File: src/rtl/alu_pkg.sv
// alu_pkg: opcode/state enums and shared constants for alu_stage.
// Optional feature macro: ALU_STAGE_MUL_EN (iterative shift-add MUL).
package alu_pkg;

  localparam int XLEN_DEF = 32;

`ifdef ALU_STAGE_MUL_EN
  // Fixed multiply length, one multiplier bit per cycle
  localparam int MUL_CYCLES = 32;
`endif

  typedef enum logic [3:0] {
    ADD  = 4'd0,
    SUB  = 4'd1,
    AND  = 4'd2,
    OR   = 4'd3,
    XOR  = 4'd4,
    SLT  = 4'd5,
    SLTU = 4'd6,
    SLL  = 4'd7,
    SRL  = 4'd8,
    SRA  = 4'd9,
    MUL  = 4'd10
  } alu_op_t;

  typedef enum logic [1:0] {
    S_IDLE = 2'd0,
    S_EXEC = 2'd1,
    S_DONE = 2'd2
  } alu_state_t;

  // Ops whose result comes from the multi-cycle iterative unit
  function automatic logic is_iter_op(alu_op_t op);
    logic r;
    r = (op == SLL) || (op == SRL) || (op == SRA);
`ifdef ALU_STAGE_MUL_EN
    r = r || (op == MUL);
`endif
    return r;
  endfunction

endpackage

File: src/rtl/alu_stage_if.sv
// alu_stage_if: instruction issue / register-file writeback handshake.
// master = issuing side (decoder / register file), slave = alu_stage.
interface alu_stage_if import alu_pkg::*; #(parameter int XLEN = XLEN_DEF);

  logic            START;
  alu_op_t         OP;
  logic [XLEN-1:0] rs1;
  logic [XLEN-1:0] rs2;
  logic [XLEN-1:0] imm;
  logic            USE_IMM;
  logic [4:0]      rdAddr_in;
  logic            DONE_RF;
  logic [XLEN-1:0] rd;
  logic [4:0]      rdAddr;
  logic            DONE_ALU;
  logic            BUSY;
  logic            ILLEGAL;

  modport master (
    output START, OP, rs1, rs2, imm, USE_IMM, rdAddr_in, DONE_RF,
    input  rd, rdAddr, DONE_ALU, BUSY, ILLEGAL
  );

  modport slave (
    input  START, OP, rs1, rs2, imm, USE_IMM, rdAddr_in, DONE_RF,
    output rd, rdAddr, DONE_ALU, BUSY, ILLEGAL
  );

endinterface

File: src/rtl/alu_iter_unit.sv
// alu_iter_unit: one-bit-per-cycle shifter (SLL/SRL/SRA) and, when
// ALU_STAGE_MUL_EN is defined, a shift-add multiplier.
// load captures operands; each step advances one bit; done flags that the
// current step is the last one, and res_nxt is the value after that step.
module alu_iter_unit import alu_pkg::*; #(
  parameter int XLEN = XLEN_DEF
) (
  input  logic            clk,
  input  logic            rst,
  input  logic            load,
  input  logic            step,
  input  alu_op_t         op,
  input  logic [XLEN-1:0] a,
  input  logic [XLEN-1:0] b,
  output logic            done,
  output logic [XLEN-1:0] res_nxt
);

  alu_op_t         op_q;
  logic [XLEN-1:0] acc;
  logic [5:0]      cnt;

`ifdef ALU_STAGE_MUL_EN
  logic [XLEN-1:0] mcand;
  logic [XLEN-1:0] mplier;
`else
  logic unused_b;
  assign unused_b = ^b[XLEN-1:5];
`endif

  // shamt=0 leaves cnt at 0: one EXEC cycle, acc passes through unchanged
  assign done = (cnt <= 6'd1);

  // Value of acc after the current step
  always_comb begin
    res_nxt = acc;
    if (cnt != 6'd0) begin
      case (op_q)
        SLL:     res_nxt = {acc[XLEN-2:0], 1'b0};
        SRL:     res_nxt = {1'b0, acc[XLEN-1:1]};
        SRA:     res_nxt = {acc[XLEN-1], acc[XLEN-1:1]};
`ifdef ALU_STAGE_MUL_EN
        MUL:     res_nxt = mplier[0] ? (acc + mcand) : acc;
`endif
        default: res_nxt = acc;
      endcase
    end
  end

  // Operand capture and per-cycle iteration
  always_ff @(posedge clk or posedge rst) begin
    if (rst) begin
      op_q   <= ADD;
      acc    <= '0;
      cnt    <= '0;
`ifdef ALU_STAGE_MUL_EN
      mcand  <= '0;
      mplier <= '0;
`endif
    end else if (load) begin
      op_q <= op;
      acc  <= a;
      cnt  <= {1'b0, b[4:0]};
`ifdef ALU_STAGE_MUL_EN
      mcand  <= a;
      mplier <= b;
      if (op == MUL) begin
        acc <= '0;
        cnt <= 6'(MUL_CYCLES);
      end
`endif
    end else if (step) begin
      acc <= res_nxt;
      if (cnt != 6'd0) cnt <= cnt - 6'd1;
`ifdef ALU_STAGE_MUL_EN
      mcand  <= {mcand[XLEN-2:0], 1'b0};
      mplier <= {1'b0, mplier[XLEN-1:1]};
`endif
    end
  end

endmodule

File: src/rtl/alu_stage.sv
// alu_stage: single-issue ALU with IDLE -> EXEC -> DONE handshake FSM.
// Logic ops, add/sub and compares finish in one EXEC cycle; shifts (and MUL
// when ALU_STAGE_MUL_EN is defined) iterate in alu_iter_unit. Without
// ALU_STAGE_MUL_EN, MUL is reported as an illegal opcode.
module alu_stage import alu_pkg::*; #(
  parameter int XLEN = XLEN_DEF
) (
  input logic       clk,
  input logic       rst,
  alu_stage_if.slave bus
);

  alu_state_t      state;
  alu_op_t         op_q;
  logic [XLEN-1:0] a_q, b_q;
  logic [XLEN-1:0] rd_q;
  logic [4:0]      rd_addr_q;
  logic            done_q, busy_q, ill_q;

  logic [XLEN-1:0] opb;
  logic [XLEN-1:0] alu_res;
  logic            alu_ill;
  logic            iter_load, iter_step, iter_done;
  logic [XLEN-1:0] iter_res;

  assign opb       = bus.USE_IMM ? bus.imm : bus.rs2;
  assign iter_load = (state == S_IDLE) && bus.START;
  assign iter_step = (state == S_EXEC) && is_iter_op(op_q);

  assign bus.rd       = rd_q;
  assign bus.rdAddr   = rd_addr_q;
  assign bus.DONE_ALU = done_q;
  assign bus.BUSY     = busy_q;
  assign bus.ILLEGAL  = ill_q;

  alu_iter_unit #(.XLEN(XLEN)) u_iter (
    .clk     (clk),
    .rst     (rst),
    .load    (iter_load),
    .step    (iter_step),
    .op      (bus.OP),
    .a       (bus.rs1),
    .b       (opb),
    .done    (iter_done),
    .res_nxt (iter_res)
  );

  // Single-cycle results; anything not decoded here or iterative is illegal
  always_comb begin
    alu_res = '0;
    alu_ill = 1'b0;
    case (op_q)
      ADD:  alu_res = a_q + b_q;
      SUB:  alu_res = a_q - b_q;
      AND:  alu_res = a_q & b_q;
      OR:   alu_res = a_q | b_q;
      XOR:  alu_res = a_q ^ b_q;
      SLT:  alu_res = {{(XLEN-1){1'b0}}, ($signed(a_q) < $signed(b_q))};
      SLTU: alu_res = {{(XLEN-1){1'b0}}, (a_q < b_q)};
      SLL, SRL, SRA: alu_res = '0;
`ifdef ALU_STAGE_MUL_EN
      MUL:  alu_res = '0;
`endif
      default: begin
        alu_res = '0;
        alu_ill = 1'b1;
      end
    endcase
  end

  // Handshake FSM with registered outputs
  always_ff @(posedge clk or posedge rst) begin
    if (rst) begin
      state     <= S_IDLE;
      op_q      <= ADD;
      a_q       <= '0;
      b_q       <= '0;
      rd_q      <= '0;
      rd_addr_q <= '0;
      done_q    <= 1'b0;
      busy_q    <= 1'b0;
      ill_q     <= 1'b0;
    end else begin
      case (state)
        S_IDLE: begin
          if (bus.START) begin
            op_q      <= bus.OP;
            a_q       <= bus.rs1;
            b_q       <= opb;
            rd_addr_q <= bus.rdAddr_in;
            busy_q    <= 1'b1;
            state     <= S_EXEC;
          end
        end
        S_EXEC: begin
          if (!is_iter_op(op_q)) begin
            rd_q   <= alu_res;
            ill_q  <= alu_ill;
            done_q <= 1'b1;
            state  <= S_DONE;
          end else if (iter_done) begin
            rd_q   <= iter_res;
            ill_q  <= 1'b0;
            done_q <= 1'b1;
            state  <= S_DONE;
          end
        end
        S_DONE: begin
          // START in this cycle is dropped: the FSM is not IDLE yet
          if (bus.DONE_RF) begin
            done_q <= 1'b0;
            busy_q <= 1'b0;
            ill_q  <= 1'b0;
            state  <= S_IDLE;
          end
        end
        default: state <= S_IDLE;
      endcase
    end
  end

endmodule

File: src/flat_wrapper.sv
// flat-port wrapper written by rule: the top's interface ports become plain ports
module alu_stage_flat import alu_pkg::*;
#(
  parameter int XLEN = XLEN_DEF
)
  (clk, rst, bus_START, bus_OP, bus_rs1, bus_rs2, bus_imm, bus_USE_IMM, bus_rdAddr_in, bus_DONE_RF, bus_rd, bus_rdAddr, bus_DONE_ALU, bus_BUSY, bus_ILLEGAL);
  alu_stage_if #(.XLEN(XLEN)) bus_i ();
  input logic clk;
  input logic rst;
  input wire logic [$bits(bus_i.START)-1:0] bus_START;
  input wire logic [$bits(bus_i.OP)-1:0] bus_OP;
  input wire logic [$bits(bus_i.rs1)-1:0] bus_rs1;
  input wire logic [$bits(bus_i.rs2)-1:0] bus_rs2;
  input wire logic [$bits(bus_i.imm)-1:0] bus_imm;
  input wire logic [$bits(bus_i.USE_IMM)-1:0] bus_USE_IMM;
  input wire logic [$bits(bus_i.rdAddr_in)-1:0] bus_rdAddr_in;
  input wire logic [$bits(bus_i.DONE_RF)-1:0] bus_DONE_RF;
  output wire logic [$bits(bus_i.rd)-1:0] bus_rd;
  output wire logic [$bits(bus_i.rdAddr)-1:0] bus_rdAddr;
  output wire logic [$bits(bus_i.DONE_ALU)-1:0] bus_DONE_ALU;
  output wire logic [$bits(bus_i.BUSY)-1:0] bus_BUSY;
  output wire logic [$bits(bus_i.ILLEGAL)-1:0] bus_ILLEGAL;
  assign bus_i.START = bus_START;
  assign bus_i.OP = bus_OP;
  assign bus_i.rs1 = bus_rs1;
  assign bus_i.rs2 = bus_rs2;
  assign bus_i.imm = bus_imm;
  assign bus_i.USE_IMM = bus_USE_IMM;
  assign bus_i.rdAddr_in = bus_rdAddr_in;
  assign bus_i.DONE_RF = bus_DONE_RF;
  assign bus_rd = bus_i.rd;
  assign bus_rdAddr = bus_i.rdAddr;
  assign bus_DONE_ALU = bus_i.DONE_ALU;
  assign bus_BUSY = bus_i.BUSY;
  assign bus_ILLEGAL = bus_i.ILLEGAL;
  alu_stage #(.XLEN(XLEN)) u_core (.clk(clk), .rst(rst), .bus(bus_i));
endmodule
File: config.mk
export PLATFORM = sky130hd
export DESIGN_NAME = alu_stage_flat
export DESIGN_NICKNAME = d
export VERILOG_FILES = /design/src/rtl/alu_pkg.sv /design/src/rtl/alu_stage_if.sv /design/src/rtl/alu_iter_unit.sv /design/src/rtl/alu_stage.sv /design/src/flat_wrapper.sv
export SDC_FILE = /design/constraint.sdc
export NUM_CORES = 1
export LEC_CHECK = 0
export CORE_MARGIN = 3
export CORE_UTILIZATION = 55
export DETAILED_ROUTE_END_ITERATION = 12
export PLACE_DENSITY = 0.83
export SLEW_MARGIN = 20
export SYNTH_ARGS = -nofsm -noshare
export SYNTH_HDL_FRONTEND = slang
export SYNTH_HIERARCHICAL = 1
export SYNTH_SLANG_ARGS = --single-unit
File: constraint.sdc
create_clock -name clk -period 8.85 [get_ports clk]
set_input_delay 1.77 -clock clk [delete_from_list [all_inputs] [get_ports clk]]
set_output_delay 1.77 -clock clk [all_outputs]
set_load 0.1 [all_outputs]
* After elaboration in Yosys (flattened, before gate mapping) *
Index checks and enable logic that the tools add are counted.

storage, ports and cells
  register bits = 152
  input bits = 110
  output and inout port bits = 40
  word-level logic and storage cells = 83

cells by class
  add/subtract/negate cells = 3
  $lt $le $gt $ge = 3
  eq/ne operators = 18
  multiplexer cells = 26
  bitwise logic cells = 3
  reduce and logical (&&, ||, !) cells = 18

operators by type and width
  kind                                                                               count
  32-bit case mux with 7 select lines                                                1
  32-bit 2-to-1 mux                                                                  6
  32-bit case mux with 3 select lines                                                1
  32-bit less-than comparator                                                        2
  32-bit adder                                                                       1
  32-bit AND                                                                         1
  32-bit bitwise OR                                                                  1
  32-bit subtractor                                                                  1
  32-bit XOR                                                                         1
  4-bit by 3-bit == test with 1-bit output (second input constant)                   5
  6-bit 2-to-1 mux                                                                   3
  4-bit == test (second input constant)                                              4
  10-bit OR reduction                                                                1
  3-bit AND reduction                                                                3
  4-bit by 2-bit == test with 1-bit output (second input constant)                   2
  2-bit 2-to-1 mux                                                                   4
  2-bit nonzero test                                                                 4
  1-bit 2-to-1 mux                                                                   7
  6-bit by 1-bit less-or-equal comparator with 1-bit output (second input constant)  1
  1-bit case mux with 2 select lines                                                 3
  2-bit case mux with 3 select lines                                                 1
  2-bit AND reduction                                                                3
  6-bit nonzero test                                                                 1
  6-bit by 1-bit subtractor with 6-bit output (second input constant)                1
  10 further kinds                                                                   13

* Logic depth before layout (Yosys ltp) *
  depth after elaboration = 6
  mapped depth = 13
  depth with buffers taken out = 13

* Modules after synthesis *
The synthesis kept the hierarchy.

by module, submodules not included
  module         instances  cells each  area each (um^2)  seq. area each (um^2)
  alu_stage      1          1188        9555.4            2752.6
  alu_iter_unit  1          281         2798.9            1051.0

* Worst setup path after synthesis *
No wires, ideal clock.

  path kind = input port to flip-flop
  start point = input port bus_START
  end point = register u_core.u_iter.op_q[0]
  library setup time = 0.125 ns
  arrival time = 3.677 ns
  data required time = 8.725 ns
  setup slack = 5.048 ns
  stages = 8
  buffers on the path = 6
  cell sequence = and2_1 -> clkbuf_1 -> clkbuf_1 -> clkbuf_1 -> clkbuf_1 -> clkbuf_1 -> buf_1 -> mux2_2

between the ends
  longest elaborated chain between the ends = 1

ends and longest elaborated chain
  item                  line                 text
  from (decl)           flat_wrapper.sv:10   input wire logic [$bits(bus_i.START)-1:0] bus_START;
  1-bit logical AND     alu_stage.sv:27      assign iter_load = (state == S_IDLE) && bus.START;
  net u_core.iter_load  alu_stage.sv:23      logic iter_load, iter_step, iter_done;
  to (signal assigned)  alu_iter_unit.sv:61  op_q <= op;
  to (decl)             alu_iter_unit.sv:19  alu_op_t op_q;

The timed path passes the listed nets, and every way through them passes these cells.
A chain may end at the register's enable or synchronous reset.

* Final worst setup path *
  start point = register u_core.b_q[0]
  end point = register u_core.rd_q[28], in the netlist u_core/bus.rd[28]

between the ends
  longest elaborated chain between the ends = 3
  elaborated cells on any way between the ends = 4
  those cells by class = add/sub (2); mux (2)

ends and longest elaborated chain
  item                                               line                              text
  from (decl)                                        alu_stage.sv:15                   logic [XLEN-1:0] a_q, b_q;
  from (signal assigned)                             alu_stage.sv:89                   b_q <= opb;
  32-bit subtractor or 32-bit adder (tied branches)  alu_stage.sv:54, alu_stage.sv:53
  32-bit case mux with 7 select lines *              alu_stage.sv:52                   case (op_q)
  32-bit 2-to-1 mux *                                alu_stage.sv:96                   if (!is_iter_op(op_q)) begin
  to (signal assigned)                               alu_stage.sv:97                   rd_q <= alu_res;
  to (signal assigned)                               alu_stage.sv:102                  rd_q <= iter_res;
  to (decl)                                          alu_stage.sv:16                   logic [XLEN-1:0] rd_q;

Mark *: on every way between the ends. The rest lies on a longest branch, timed or not.

==> out/results.tsv <==
metric	value	unit
tightest_slew	1.08	ns
grt_max_degree	122	
multi_input_area	0.00775	sq mm
outcome	completed	
die_w	156	um
synth_flop_cell	dfrtp_1	
nets	1776	
drc	0	
synth_most_common_cell	o21ai_0	
criticalPathCategory	reg2reg	
netlist_top_cells_area	dfrtp_1 (31%), ha_1 (12%), o21ai_0 (6.4%), mux2_2 (4.1%), nand2_1 (4.1%)	
worstPathMaxFanout	4	
hold_buffers	0	
synthTopCellsByCount	o21ai_0 (157), dfrtp_1 (152), nand2_1 (134)	
vias	12000	
syn_to_final_growth	17.3	%
critPathSlowestCell	a2111oi_0	
finalHoldViolations	0	
track_usage	30.3	%
yosysSeqAreaShare	30.8	%
rsz0062_at_grt	no	
cts_resized	0	
crit_path_start_kind	flip-flop	
grt_pass1_wl	59700	um
end_kind	flip-flop	
synth.top_cell.area_share	30.8	%
place.gp.congestion	1.02	
num-fill-cells	1755	
wl	37600	um
vias_per_cell	6.56	
clock_sinks	152	
async_flop_share	100	%
finalSetupTns	0	ns
ys_ff_latch	152	
wl_per_cell	20.5	um
crit_path_max_incr_delay	0.58	ns
path_clk_slew	0.07	ns
hpwl	26300	um
die_y	156	um
fin_crit	4.27	ns
seqCellArea	0.00380	sq mm
synth_edf_count	0	
io_buffers	149	
antenna_found_initial	0	
synth_area_leader_cell	dfrtp_1	
slew_violations	0	
synth_fp_nets	1701	
clock_path_buffers	2	
dr.pass1.iters	6	
clock_skew	0.0108	ns
critPathMostFrequentCell	a21oi_1	
ant_nets	0	
grt-ovfl-total	0	
postCtsSetupRepairBufs	0	
htreeDepth	4	
required	9.12	ns
fmax	0.234	GHz
diodes	0	
hold_slack	0.494	ns
yosys_warnings	6	
die_area	0.0243	sq mm
rows	54	
cts_tree	done	
drtIter0Drc	1269	
hold_class	reg2reg	
grt_pass1_vias	11300	
relSlewSlack	28.1	%
cts_root_buf	clkbuf_16	
fin_crit_sh	48.3	%
avgSynthCellArea	8.41	sq um
ios	150	
cts_buffers	17	
synth_cell_types	78	
path_cells	ha_1 -> fa_1 -> a21oi_1 -> o21ai_0 -> a211oi_1 -> nor2b_1 -> a311oi_1 -> o31ai_1 -> a21oi_1 -> nor2_1 -> a2111oi_0 -> a21oi_1	
maxCapViolCount	0	
core_area	0.0220	sq mm
insertion_delay	0.43	ns
drive_above_1_share	7.77	%
start_util	56.3	%
syn_area	0.0124	sq mm
setup_viol	0	
syn_inst	1469	
cp.arrival	4.54	ns
==> cell families after synthesis <==
family	count (synthesis)	share of synthesized area (%)
AOI/OAI and AO/OA	554	30.5
and+or+nand+nor	350	12.8
buffers and inverters	212	6.87
DFF	152	30.8
adders and majority gates	122	12.5
muxes	51	4.59
xor gates and xnor gates	28	1.99
==> flip-flops by register name, indices dropped and copies added (netlist names) <==
name / count
u_core/bus.rdAddr: 5
u_core/u_iter/cnt: 6
u_core/op_q: 4
u_core/b_q: 32
u_core/u_iter/acc: 32
u_core/bus.ILLEGAL: 1
u_core/bus.rd: 32
u_core/state: 2
u_core/a_q: 32
u_core/u_iter/op_q: 4
u_core/bus.BUSY: 1
u_core/bus.DONE_ALU: 1
==> cell type report <==
type	count	area share [%]
well taps	280	2.42
inverters	105	2.74
repair buffers	163	11.0
flip-flops and latches	152	26.2
multi-input cells	1105	53.5
clock buffers	19	3.13
clock inverters	13	1.00
==> final timing paths <==
| path | start | end | slack, ns | depth (start not counted) |
|---|---|---|---|---|
| worst max-delay path | u_core/b_q[0] | u_core/bus.rd[28] | 4.58 | 12 |
| worst min-delay path | u_core/bus.rd[10] | u_core/bus.rd[10] | 0.49 | 2 |
| worst max register to register | u_core/b_q[0] | u_core/bus.rd[28] | 4.58 | 12 |
| worst min register to register | u_core/bus.rd[10] | u_core/bus.rd[10] | 0.49 | 2 |
| max in group asynchronous | rst | u_core/b_q[14] | 5.79 | 3 |
| min in group asynchronous | rst | u_core/a_q[0] | 1.79 | 2 |
==> cell usage in the layout (no fill, tap or decap), types with 5 or more instances in the layout <==
cell type        instances
a221oi_1                16
a311o_1                 26
or3_1                    5
mux2i_1                  6
o2111ai_1                7
o21a_1                   5
a211oi_1                11
a221o_1                 10
nor2_1                 101
a22oi_1                 55
xnor2_1                 20
nand2_1                133
inv_1                  103
nand2b_1                 8
nand3_1                  7
a31oi_1                 25
clkbuf_16               17
buf_4                   13
ha_1                   120
or2_2                    5
xor2_1                   8
a21o_1                  10
o2bb2ai_1               31
nor2b_1                  9
a21oi_1                 92
o31ai_1                 16
clkdlybuf4s50_1        148
o21ai_0                157
and3_1                   6
o211ai_1                 8
dfrtp_1                152
nor3_1                  44
mux2_2                  45
a22o_1                  25
o21bai_1                12
==> critical path: cells and delay by family (launching register included) <==
kind | cells | cell delay, ns
flops | 1 | 0.41
simple gates | 2 | 0.21
fa+ha+maj | 2 | 0.69
compound gates | 8 | 2.81
==> routing by layer <==
metal	global-route usage (%)	vias to the layer above	share of wire, %
li1	-	5512	-
met1	41.2	5701	40
met2	49.0	721	46
met3	6.05	110	10
met4	9.00	0	3.0
met5	0	-	0
==> per-stage QoR <==
stage | cells | worst slack [ns] | cell area, sq um | utilization (%)
2_1_floorplan | 1469 | 4.18 | 12400 | -
3_3_place_gp | 1805 | 4.30 | 13900 | 63.2
3_5_place_dp | 1805 | 4.25 | 13900 | 63.2
4_1_cts | 1837 | 4.69 | 14500 | 66.0
5_1_grt | 1837 | 4.35 | 14500 | 66.0
6_report | 1837 | 4.58 | 14500 | 66.0
Power is left out: the tool's default activity adds up to more than one toggle a clock period on the data nets, which glitch-free logic cannot reach.
